--- src/rtl/sobel_stream_engine.sv ---
// ---------------------------------------------------------------------------
// sobel_stream_engine
//
// Streaming 3x3 Sobel edge engine. The input image is read once in raster
// order (one address per clock); two previous image rows are kept in a line
// buffer, so one output pixel is produced per clock and each output address
// is written exactly once.
//
// Optional build macro: SOBEL_STATS_EN
//   When defined, adds the edge_count output. This output counts interior
//   pixels that are written as edges (value 0) in threshold mode.
//
// Ports
//   clk        system clock
//   rst        asynchronous active-high reset
//   start      1-cycle pulse, starts a frame when idle
//   mode       sampled at start: 0 = binary threshold, 1 = saturated magnitude
//   threshold  edge threshold (PIX_W+3 bits), sampled at start
//   rd_addr    input BRAM read address (raster order)
//   rd_data    input BRAM data, valid RD_LAT clocks after rd_addr
//   wr_en      output BRAM write enable
//   wr_addr    output BRAM write address
//   wr_data    output BRAM write data
//   busy       high while a frame is in progress
//   done       1-cycle pulse after the last write
//   edge_count (SOBEL_STATS_EN only) edge pixels of the last/current frame
// ---------------------------------------------------------------------------
module sobel_stream_engine #(
  parameter int IMG_W  = 128,
  parameter int IMG_H  = 128,
  parameter int PIX_W  = 8,
  parameter int ADDR_W = 14,
  parameter int RD_LAT = 1
) (
  input  logic              clk,
  input  logic              rst,
  input  logic              start,
  input  logic              mode,
  input  logic [PIX_W+2:0]  threshold,
  output logic [ADDR_W-1:0] rd_addr,
  input  logic [PIX_W-1:0]  rd_data,
  output logic              wr_en,
  output logic [ADDR_W-1:0] wr_addr,
  output logic [PIX_W-1:0]  wr_data,
  output logic              busy,
  output logic              done
`ifdef SOBEL_STATS_EN
  ,
  output logic [ADDR_W:0]   edge_count
`endif
);

  localparam int N  = IMG_W * IMG_H;
  localparam int CW = $clog2(IMG_W);
  localparam int RW = $clog2(IMG_H);
  localparam int GW = PIX_W + 3;
  // The first window whose bottom-right pixel is on rd_data appears in
  // cycle IMG_W+RD_LAT+2; its result is registered at the end of that cycle.
  localparam int LEAD_SET = IMG_W + RD_LAT + 1;
  localparam int LW = $clog2(LEAD_SET + 2) + 1;

  localparam logic [ADDR_W-1:0] LAST_ADDR = ADDR_W'(N - 1);
  localparam logic [CW-1:0]     COL_LAST  = CW'(IMG_W - 1);
  localparam logic [RW-1:0]     ROW_LAST  = RW'(IMG_H - 1);
  localparam logic [LW-1:0]     LEAD_ARM  = LW'(LEAD_SET);
  localparam logic [LW-1:0]     LEAD_STOP = LW'(LEAD_SET + 1);

  typedef enum logic [1:0] {ST_IDLE, ST_SCAN, ST_DRAIN, ST_DONE} state_t;

  state_t state_reg, state_next;

  logic [ADDR_W-1:0] rd_addr_reg;
  logic [CW-1:0]     rd_col_reg;     // column of rd_addr_reg
  logic [CW-1:0]     lb_wcol_reg;    // column of the pixel now on rd_data
  logic              rd_vld_reg;     // rd_data carries a frame pixel
  logic [LW-1:0]     lead_reg;       // cycles since start acceptance (saturating)
  logic              out_run_reg;    // an output pixel is computed this cycle
  logic [ADDR_W-1:0] out_cnt_reg;
  logic [CW-1:0]     out_col_reg;
  logic [RW-1:0]     out_row_reg;
  logic              mode_reg;
  logic [GW-1:0]     thr_reg;
  logic              wr_en_reg;
  logic [ADDR_W-1:0] wr_addr_reg;
  logic [PIX_W-1:0]  wr_data_reg;

  logic              accept;
  logic [PIX_W-1:0]  pix_out;
  logic              border;
  logic              edge_hit;

  assign accept = (state_reg == ST_IDLE) && start;

  // ---------------- FSM ----------------
  always_ff @(posedge clk or posedge rst) begin
    if (rst) state_reg <= ST_IDLE;
    else     state_reg <= state_next;
  end

  always_comb begin
    state_next = state_reg;
    unique case (state_reg)
      ST_IDLE:  if (start) state_next = ST_SCAN;
      ST_SCAN:  if (rd_addr_reg == LAST_ADDR) state_next = ST_DRAIN;
      ST_DRAIN: if (wr_en_reg && (wr_addr_reg == LAST_ADDR)) state_next = ST_DONE;
      ST_DONE:  state_next = ST_IDLE;
      default:  state_next = ST_IDLE;
    endcase
  end

  assign busy = (state_reg == ST_SCAN) || (state_reg == ST_DRAIN);
  assign done = (state_reg == ST_DONE);

  // ---------------- Read, sequencing and output registers ----------------
  always_ff @(posedge clk or posedge rst) begin
    if (rst) begin
      rd_addr_reg <= '0;
      rd_col_reg  <= '0;
      lb_wcol_reg <= '0;
      rd_vld_reg  <= 1'b0;
      lead_reg    <= '0;
      out_run_reg <= 1'b0;
      out_cnt_reg <= '0;
      out_col_reg <= '0;
      out_row_reg <= '0;
      mode_reg    <= 1'b0;
      thr_reg     <= '0;
      wr_en_reg   <= 1'b0;
      wr_addr_reg <= '0;
      wr_data_reg <= '0;
    end else begin
      rd_vld_reg  <= (state_reg == ST_SCAN);
      lb_wcol_reg <= rd_col_reg;
      wr_en_reg   <= out_run_reg;
      if (out_run_reg) begin
        wr_addr_reg <= out_cnt_reg;
        wr_data_reg <= pix_out;
      end

      if (accept) begin
        mode_reg    <= mode;
        thr_reg     <= threshold;
        rd_addr_reg <= '0;
        rd_col_reg  <= '0;
        lead_reg    <= LW'(1);
        out_run_reg <= 1'b0;
        out_cnt_reg <= '0;
        out_col_reg <= '0;
        out_row_reg <= '0;
      end else begin
        if ((state_reg == ST_SCAN) && (rd_addr_reg != LAST_ADDR)) begin
          rd_addr_reg <= rd_addr_reg + 1'b1;
          rd_col_reg  <= (rd_col_reg == COL_LAST) ? '0 : rd_col_reg + 1'b1;
        end
        if (busy && (lead_reg != LEAD_STOP)) lead_reg <= lead_reg + 1'b1;
        if (busy && (lead_reg == LEAD_ARM))  out_run_reg <= 1'b1;
        if (out_run_reg) begin
          if (out_cnt_reg == LAST_ADDR) out_run_reg <= 1'b0;
          else                          out_cnt_reg <= out_cnt_reg + 1'b1;
          if (out_col_reg == COL_LAST) begin
            out_col_reg <= '0;
            out_row_reg <= out_row_reg + 1'b1;
          end else begin
            out_col_reg <= out_col_reg + 1'b1;
          end
        end
      end
    end
  end

  assign rd_addr = rd_addr_reg;
  assign wr_en   = wr_en_reg;
  assign wr_addr = wr_addr_reg;
  assign wr_data = wr_data_reg;

  // ---------------- Line buffer ----------------
  // One entry per column: {pixel two rows up, pixel one row up}. The read is
  // addressed by the column being requested from the image BRAM, so the
  // entry arrives together with the matching rd_data.
  logic [2*PIX_W-1:0] lb_mem [IMG_W];
  logic [2*PIX_W-1:0] lb_q_reg;

  always_ff @(posedge clk) begin
    lb_q_reg <= lb_mem[rd_col_reg];
    if (rd_vld_reg) lb_mem[lb_wcol_reg] <= {lb_q_reg[PIX_W-1:0], rd_data};
  end

  // ---------------- 3x3 window ----------------
  // col_n is the newest (right) column, taps_m the centre column and taps_l
  // the left column; index 0 is the top row.
  logic [PIX_W-1:0] col_n  [3];
  logic [PIX_W-1:0] taps_m [3];
  logic [PIX_W-1:0] taps_l [3];

  assign col_n[0] = lb_q_reg[2*PIX_W-1:PIX_W];
  assign col_n[1] = lb_q_reg[PIX_W-1:0];
  assign col_n[2] = rd_data;

  generate
    for (genvar gi = 0; gi < 3; gi++) begin : g_win
      logic [PIX_W-1:0] m_reg;
      logic [PIX_W-1:0] l_reg;
      always_ff @(posedge clk) begin
        if (rd_vld_reg) begin
          m_reg <= col_n[gi];
          l_reg <= m_reg;
        end
      end
      assign taps_m[gi] = m_reg;
      assign taps_l[gi] = l_reg;
    end
  endgenerate

  // ---------------- Gradient and output pixel ----------------
  logic [GW-1:0] sum_r, sum_l, sum_t, sum_b;
  logic [GW-1:0] gx, gy, abs_x, abs_y, mag;

  always_comb begin
    sum_r = GW'(col_n[0]) + (GW'(col_n[1]) << 1) + GW'(col_n[2]);
    sum_l = GW'(taps_l[0]) + (GW'(taps_l[1]) << 1) + GW'(taps_l[2]);
    sum_t = GW'(taps_l[0]) + (GW'(taps_m[0]) << 1) + GW'(col_n[0]);
    sum_b = GW'(taps_l[2]) + (GW'(taps_m[2]) << 1) + GW'(col_n[2]);
    // Two's-complement differences; each sum is at most 4*(2^PIX_W-1).
    gx    = sum_r - sum_l;
    gy    = sum_t - sum_b;
    abs_x = gx[GW-1] ? (~gx + 1'b1) : gx;
    abs_y = gy[GW-1] ? (~gy + 1'b1) : gy;
    mag   = abs_x + abs_y;

    edge_hit = (mag >= thr_reg);
    border   = (out_row_reg == '0) || (out_row_reg == ROW_LAST) ||
               (out_col_reg == '0) || (out_col_reg == COL_LAST);

    pix_out = '1;
    if (!border) begin
      if (mode_reg) pix_out = (|mag[GW-1:PIX_W]) ? '1 : mag[PIX_W-1:0];
      else          pix_out = edge_hit ? '0 : '1;
    end
  end

`ifdef SOBEL_STATS_EN
  logic [ADDR_W:0] edge_count_reg;

  always_ff @(posedge clk or posedge rst) begin
    if (rst)
      edge_count_reg <= '0;
    else if (accept)
      edge_count_reg <= '0;
    else if (out_run_reg && !border && !mode_reg && edge_hit)
      edge_count_reg <= edge_count_reg + 1'b1;
  end

  assign edge_count = edge_count_reg;
`endif

endmodule

--- config.mk ---
export PLATFORM = sky130hd
export DESIGN_NAME = sobel_stream_engine
export DESIGN_NICKNAME = d
export VERILOG_FILES = /design/src/rtl/sobel_stream_engine.sv
export SDC_FILE = /design/constraint.sdc
export NUM_CORES = 2
export LEC_CHECK = 0
export CAP_MARGIN = 30
export CORE_AREA = 2 2 399 362
export DETAILED_ROUTE_END_ITERATION = 12
export DIE_AREA = 0 0 401 364
export PLACE_DENSITY = 0.79
export SLEW_MARGIN = 0
export SYNTH_ARGS = -nofsm -noshare
export SYNTH_HDL_FRONTEND = slang
export SYNTH_SLANG_ARGS = --single-unit
--- constraint.sdc ---
create_clock -name clk -period 11.7 [get_ports clk]
set_input_delay 2.925 -clock clk [delete_from_list [all_inputs] [get_ports clk]]
set_output_delay 2.925 -clock clk [all_outputs]
set_load 0.03 [all_outputs]
== After elaboration in Yosys (flattened, before gate mapping) ==
Memory sizes are Yosys's and may differ from the RTL's. A register that Yosys moved wholly into a read port is not among the register bits.
Cells that the tools add are included.
Operators by class
  add/sub/neg operators: 19
  bitwise gates (word level): 2
  multiplexer cells: 32
  magnitude comparators: 1
  reduce and logical (&&, ||, !) cells: 20
  equality and inequality tests: 16
Operators with widths (number)
  14-bit two-way mux: 5
  7-bit two-way mux: 9
  10-bit by 8-bit adder with 11-bit output: 4
  14-bit == test, second input constant: 3
  8-bit by 9-bit adder with 10-bit output: 4
  8-bit two-way mux: 4
  14-bit by 1-bit adder with 14-bit output, second input constant: 2
  11-bit by 1-bit adder with 11-bit output, second input constant: 2
  11-bit two-way mux: 2
  11-bit NOT: 2
  11-bit subtractor: 2
  7-bit by 1-bit adder with 7-bit output, second input constant: 3
  7-bit == test, second input constant: 3
  9-bit two-way mux: 2
  7-bit logical NOT: 2
  14-bit inequality test, second input constant: 1
  11-bit adder: 1
  11-bit >= comparator: 1
  9-bit by 1-bit adder with 9-bit output, second input constant: 1
  9-bit by 8-bit == test with 1-bit output, second input constant: 1
  9-bit by 8-bit inequality test with 1-bit output, second input constant: 1
  2-bit inequality test, second input constant: 4
  2-bit one-hot mux with 4 select lines: 1
  2-bit nonzero test: 4
  other kinds (10): 26
Storage, ports and cells
  logic and storage cells: 112
  input bits: 23
  memories: 1
  register bits: 152
  RAM bits: 2048
  output and inout port bits: 39
Memories
  lb_mem: words 128, width 16, rd ports 1, clocked after memory_dff 1, wr ports 1, RTL line 180  | logic [2*PIX_W-1:0] lb_mem [IMG_W];

== Logic depth before layout (Yosys ltp) ==
  depth after elaboration: 11
  mapped depth: 33
  gate-level depth less buffers: 32

== Least setup slack after synthesis ==
Ideal clock, no wire load.
  path type: input-to-reg
  start point: in rd_data[4]
  end point: reg wr_data_reg[0] (netlist: wr_data[0])
  required time: 11.558 ns
  library setup time: 0.142 ns
  path buffers: 1
  stages: 30
  slack: 2.532 ns
  arrival: 9.026 ns
  path through: inv_1 fa_1 inv_1 fa_1 inv_1 fa_1 inv_1 ha_1 a21o_1 a21oi_1 a31oi_1 o21ai_0 nand2b_1 clkbuf_1 mux2_2 fa_1 a211oi_1 o21bai_1 a21oi_1 o21ai_0 a21o_1 a21oi_1 xnor3_1 inv_1 ha_1 o21ai_0 a211oi_1 nand2_1 nor2_1 a311oi_1
Between the ends
  cells in the longest elaborated chain, start to end: 10
  elaborated cells between the ends (all ways): 17
  those cells by class: add/sub (7); order compare (1); mux (6); bitwise (2); reduce/logical (1)
RTL lines
  start: declaration: RTL line 41  | input logic [PIX_W-1:0] rd_data,
  10-bit by 8-bit adder with 11-bit output (on tied branches): RTL line 219, 222
  11-bit subtractor (on tied branches): RTL line 224, 225
  11-bit NOT (on tied branches): RTL line 226, 227
  11-bit by 1-bit adder with 11-bit output (on tied branches): RTL line 226, 227
  11-bit two-way mux (on tied branches): RTL line 226, 227
  11-bit adder (*): RTL line 228  | mag = abs_x + abs_y;
  11-bit >= comparator / 3-bit OR reduction (equally long branches): RTL line 230, 236
  8-bit two-way mux (on tied branches): RTL line 237, 236
  8-bit two-way mux (*): RTL line 236  | if (mode_reg) pix_out = (|mag[GW-1:PIX_W]) ? '1 : mag[PIX_W-1:0];
  8-bit two-way mux (*): RTL line 235  | if (!border) begin
  end signal: assignment: RTL line 137  | wr_data_reg <= pix_out;
  end: declaration: RTL line 85  | logic [PIX_W-1:0] wr_data_reg;
Mark *: on every way between the ends. The rest lies on a longest branch, timed or not.
A chain may end at the register's enable or synchronous reset.

== Final worst setup path ==
  start point: in rd_data[5]
  end point: reg wr_data_reg[4] (netlist: wr_data[4])
Same word-level chain as after synthesis.

==> key figures <==
Outcome
  • Status: complete, no violations

Clocking
  • Num Clock Sinks: approximately 2200
  • CTS H-tree lvls: 4
  • Post_cts resized: 0
  • Setup Buffers After CTS: 0
  • Clock buffer depth: 3
  • Clock transition at path regs: around 60 ps
  • CTS tree: done
  • CTS buffer count: about 200
  • CTS Hold Bufs: 0
  • CTS root buf: clkbuf_16
  • Skew-Pair Late Insertion Delay: around 850 ps

Power
  • Worst vdd ir: about 150 uV
  • Pwr Density: around 160 nW/um^2
  • Leakage: 34.2 nW

Worst setup path
  • CP endpoint kind: flop
  • Kind of critical path: input port to flop
  • CP max FO: between 50 and 60
  • Worst r2r src: lb_q_reg[3]
  • Arrival time worst endpoint: around 11000 ps
  • RR Endpoint: wr_data[4]
  • Reg2reg path depth: 29
  • Crit start category: input port
  • Flop2flop setup slack: roughly 3600 ps
  • Crit path required time: roughly 12000 ps

Synth
  • Syn nets: ~4600
  • Distinct cells, synth: between 50 and 60
  • Synth async-reset ratio: 0.0469
  • Synth warn: 0
  • Mean Syn Cell Area: around 20 sq um
  • Top cells by count, synth: edfxtp_1 (2096), mux4_2 (470), mux2i_1 (246)
  • Share of the synthesized area in the top cell type: 0.709
  • Register bit total from synthesis: between 2000 and 2500
  • Most common cell in the synthesized netlist: edfxtp_1
  • Number of synthesized flops with an enable pin: approximately 2100
  • Synth Instances: around 4500
  • Top FF cell, synth: edfxtp_1
  • Top cells by area, synth: edfxtp_1 (71%), mux4_2 (12%), dfrtp_1 (2.9%)
  • Sequential area share after synthesis: 0.742
  • Area leader, netlist: edfxtp_1
  • Area of the mapped netlist: just under 90000 sq um

Drt
  • Via density: ~7
  • Via count: around 46000
  • Wirelength per Cell: between 30 and 40 microns
  • Final WL: about 220000 microns
  • First DRT Iteration DRCs: 6716
  • # DRC: 0
  • DR pass1 iterations: 8
  • Final ANT Viol Nets: 0

Min path
  • Worst Hold Depth: 0
  • HP Class: flop to flop
  • Hold endpoint: g_win[0].l_reg[4]
  • HP Start: g_win[0].m_reg[4]

Timing
  • Worst setup margin: about 1800 ps
  • RSZ-0062 raised after global routing: no
  • Worst-Margin Slew: around 1200 ps
  • Fin crit share: 0.848
  • Fmax: just over 100 MHz
  • Min Tclk post-route: between 9000 and 10000 ps
  • Total negative slack: 0 ps
  • Final Setup Violations: 0
  • Endpoints failing hold: 0
  • Max-Slew Margin vs Limit: 0.219
  • Max-slew violations: 0
  • Setup Skew: 56.2 ps

Cells and area
  • Nets: approximately 4800
  • Share of layout cells above drive strength 1: 0.207
  • Fillers: 8335
  • Register area: 65900 sq um
  • Syn-to-layout area delta: 11.3%
  • Largest register FFs: between 2000 and 2500
  • Post-route insts no fill: a little under 7000
  • Multi-input combinational cell area: around 21000 sq um

Global routing
  • GR Util All Layers: 0.301
  • Pin count of the biggest net entering global routing: 151
  • Vias in the first global route: approximately 46000
  • Initial antenna violation count: 14
  • First-pass GRT wire length: between 300000 and 400000 microns
  • Grt total ovfl: 0

Floorplanning
  • Top-Level Pins: 62
  • Die ar.: around 150000 sq um
  • Site Rows: about 130
  • Die H: 364 microns
  • Core area: 142000 sq um
  • Initial Utilization: 0.623
  • Die width: between 400 and 500 microns

Place
  • Placed Cells incl. Taps: 6363
  • DP HPWL: 119000 microns
  • Place WS: approximately 1100 ps
  • PortBufs: roughly 60
  • GP Congestion: between 0.8 and 0.9

Flow run
  • Maxcap violations: 0
stage by stage:
step,power [mW],util,cell area [sq um],hold WS [ps]
floorplan,9.08,-,88800,352
global placement,9.21,0.647,92200,401
detailed placement,9.22,0.648,92300,405
CTS,15.5,0.692,98600,419
global route,15.8,0.694,98800,427
finish,15.4,0.694,98800,420
metal layers:
layer  GRT usage  routed length, microns  up-vias
met5           0                      53        -
met4       0.117                    8620        8
met3      0.0668                   25200      511
met2       0.481                  105000     3071
met1       0.414                   77600    23700
li1            -                       -    18700
worst max-delay path by stage:
| stage | start | end | slack (ps) |
|---|---|---|---|
| final | rd_data[5] | wr_data[4] | 1780 |
| after global routing | rd_data[5] | wr_data[1] | 1420 |
| after CTS | rd_data[5] | wr_data[4] | 1950 |
| after detailed placement | rd_data[5] | wr_data[4] | 1100 |
| after global placement | rd_data[5] | wr_data[0] | 1340 |
| after floorplan | rd_data[4] | wr_data[0] | 2530 |
worst max-delay path, cell delays in order:
cell	delay (ps)
buf_4	480
inv_1	280
fa_1	620
fa_1	430
fa_1	440
ha_1	390
nand3_1	100
o21ai_1	190
a21oi_1	120
o21ai_1	510
mux2_2	440
fa_1	450
a211oi_1	270
o21bai_1	110
a21oi_1	220
o21ai_0	150
a21o_1	200
a21oi_1	140
xnor3_1	510
inv_1	90
ha_1	280
o21ai_0	70
a211oi_1	240
nand2_1	220
nor2_1	500
a211oi_1	110
cell families (layout without fill, tap and decap cells):
logic type / after synthesis / count (layout) / synth area share
other: 0 / 4 / 0
AND/OR/NAND/NOR: 486 / 486 / 0.0242
AO/OA/AOI/OAI: 450 / 450 / 0.0351
flip-flops: 2216 / 2216 / 0.742
buffers and inverters: 376 / 782 / 0.0188
multiplexers: 733 / 733 / 0.149
adder cells (fa/ha/maj): 124 / 124 / 0.0228
XOR/XNOR: 77 / 77 / 0.00775
layout make-up:
cell class,instances,share of cell area
multi-input cells,1870,0.216
well taps,1876,0.0238
clock inverters,109,0.00924
clock buffers,262,0.0544
inverters,150,0.00577
diodes,4,0.000101
repair buffers,261,0.0240
flip-flops and latches,2216,0.667
cell usage in the layout (no fill, tap or decap), types with 9 or more instances in the layout:
master and count:
dfrtp_1 96, mux2_2 17, nor3_1 11, clkbuf_1 52, mux4_2 470, xnor2_1 31, clkinv_1 49, clkbuf_16 204
o21ai_0 39, clkdlybuf4s50_1 53, nor4_1 11, o221ai_1 122, a211oi_1 78, o22ai_1 63, bufinv_16 12, nand2_1 127
nor2b_1 12, xor2_1 45, clkinv_2 32, fa_1 63, a21o_1 25, inv_1 148, buf_4 185, ha_1 61
nor2_1 202, nand3_1 39, nand2b_1 10, nand4_1 23, mux2i_1 246, a21oi_1 89, edfxtp_1 2096, nor2_2 9
report_power, final:
part           switching (mW)  total [mW]  internal, mW
Clock                    2.85        6.36          3.50
Sequential                  0        8.60          8.60
Combinational           0.291       0.456         0.165
Total                    3.15        15.4          12.3
Power figures use the tool's default switching activity.
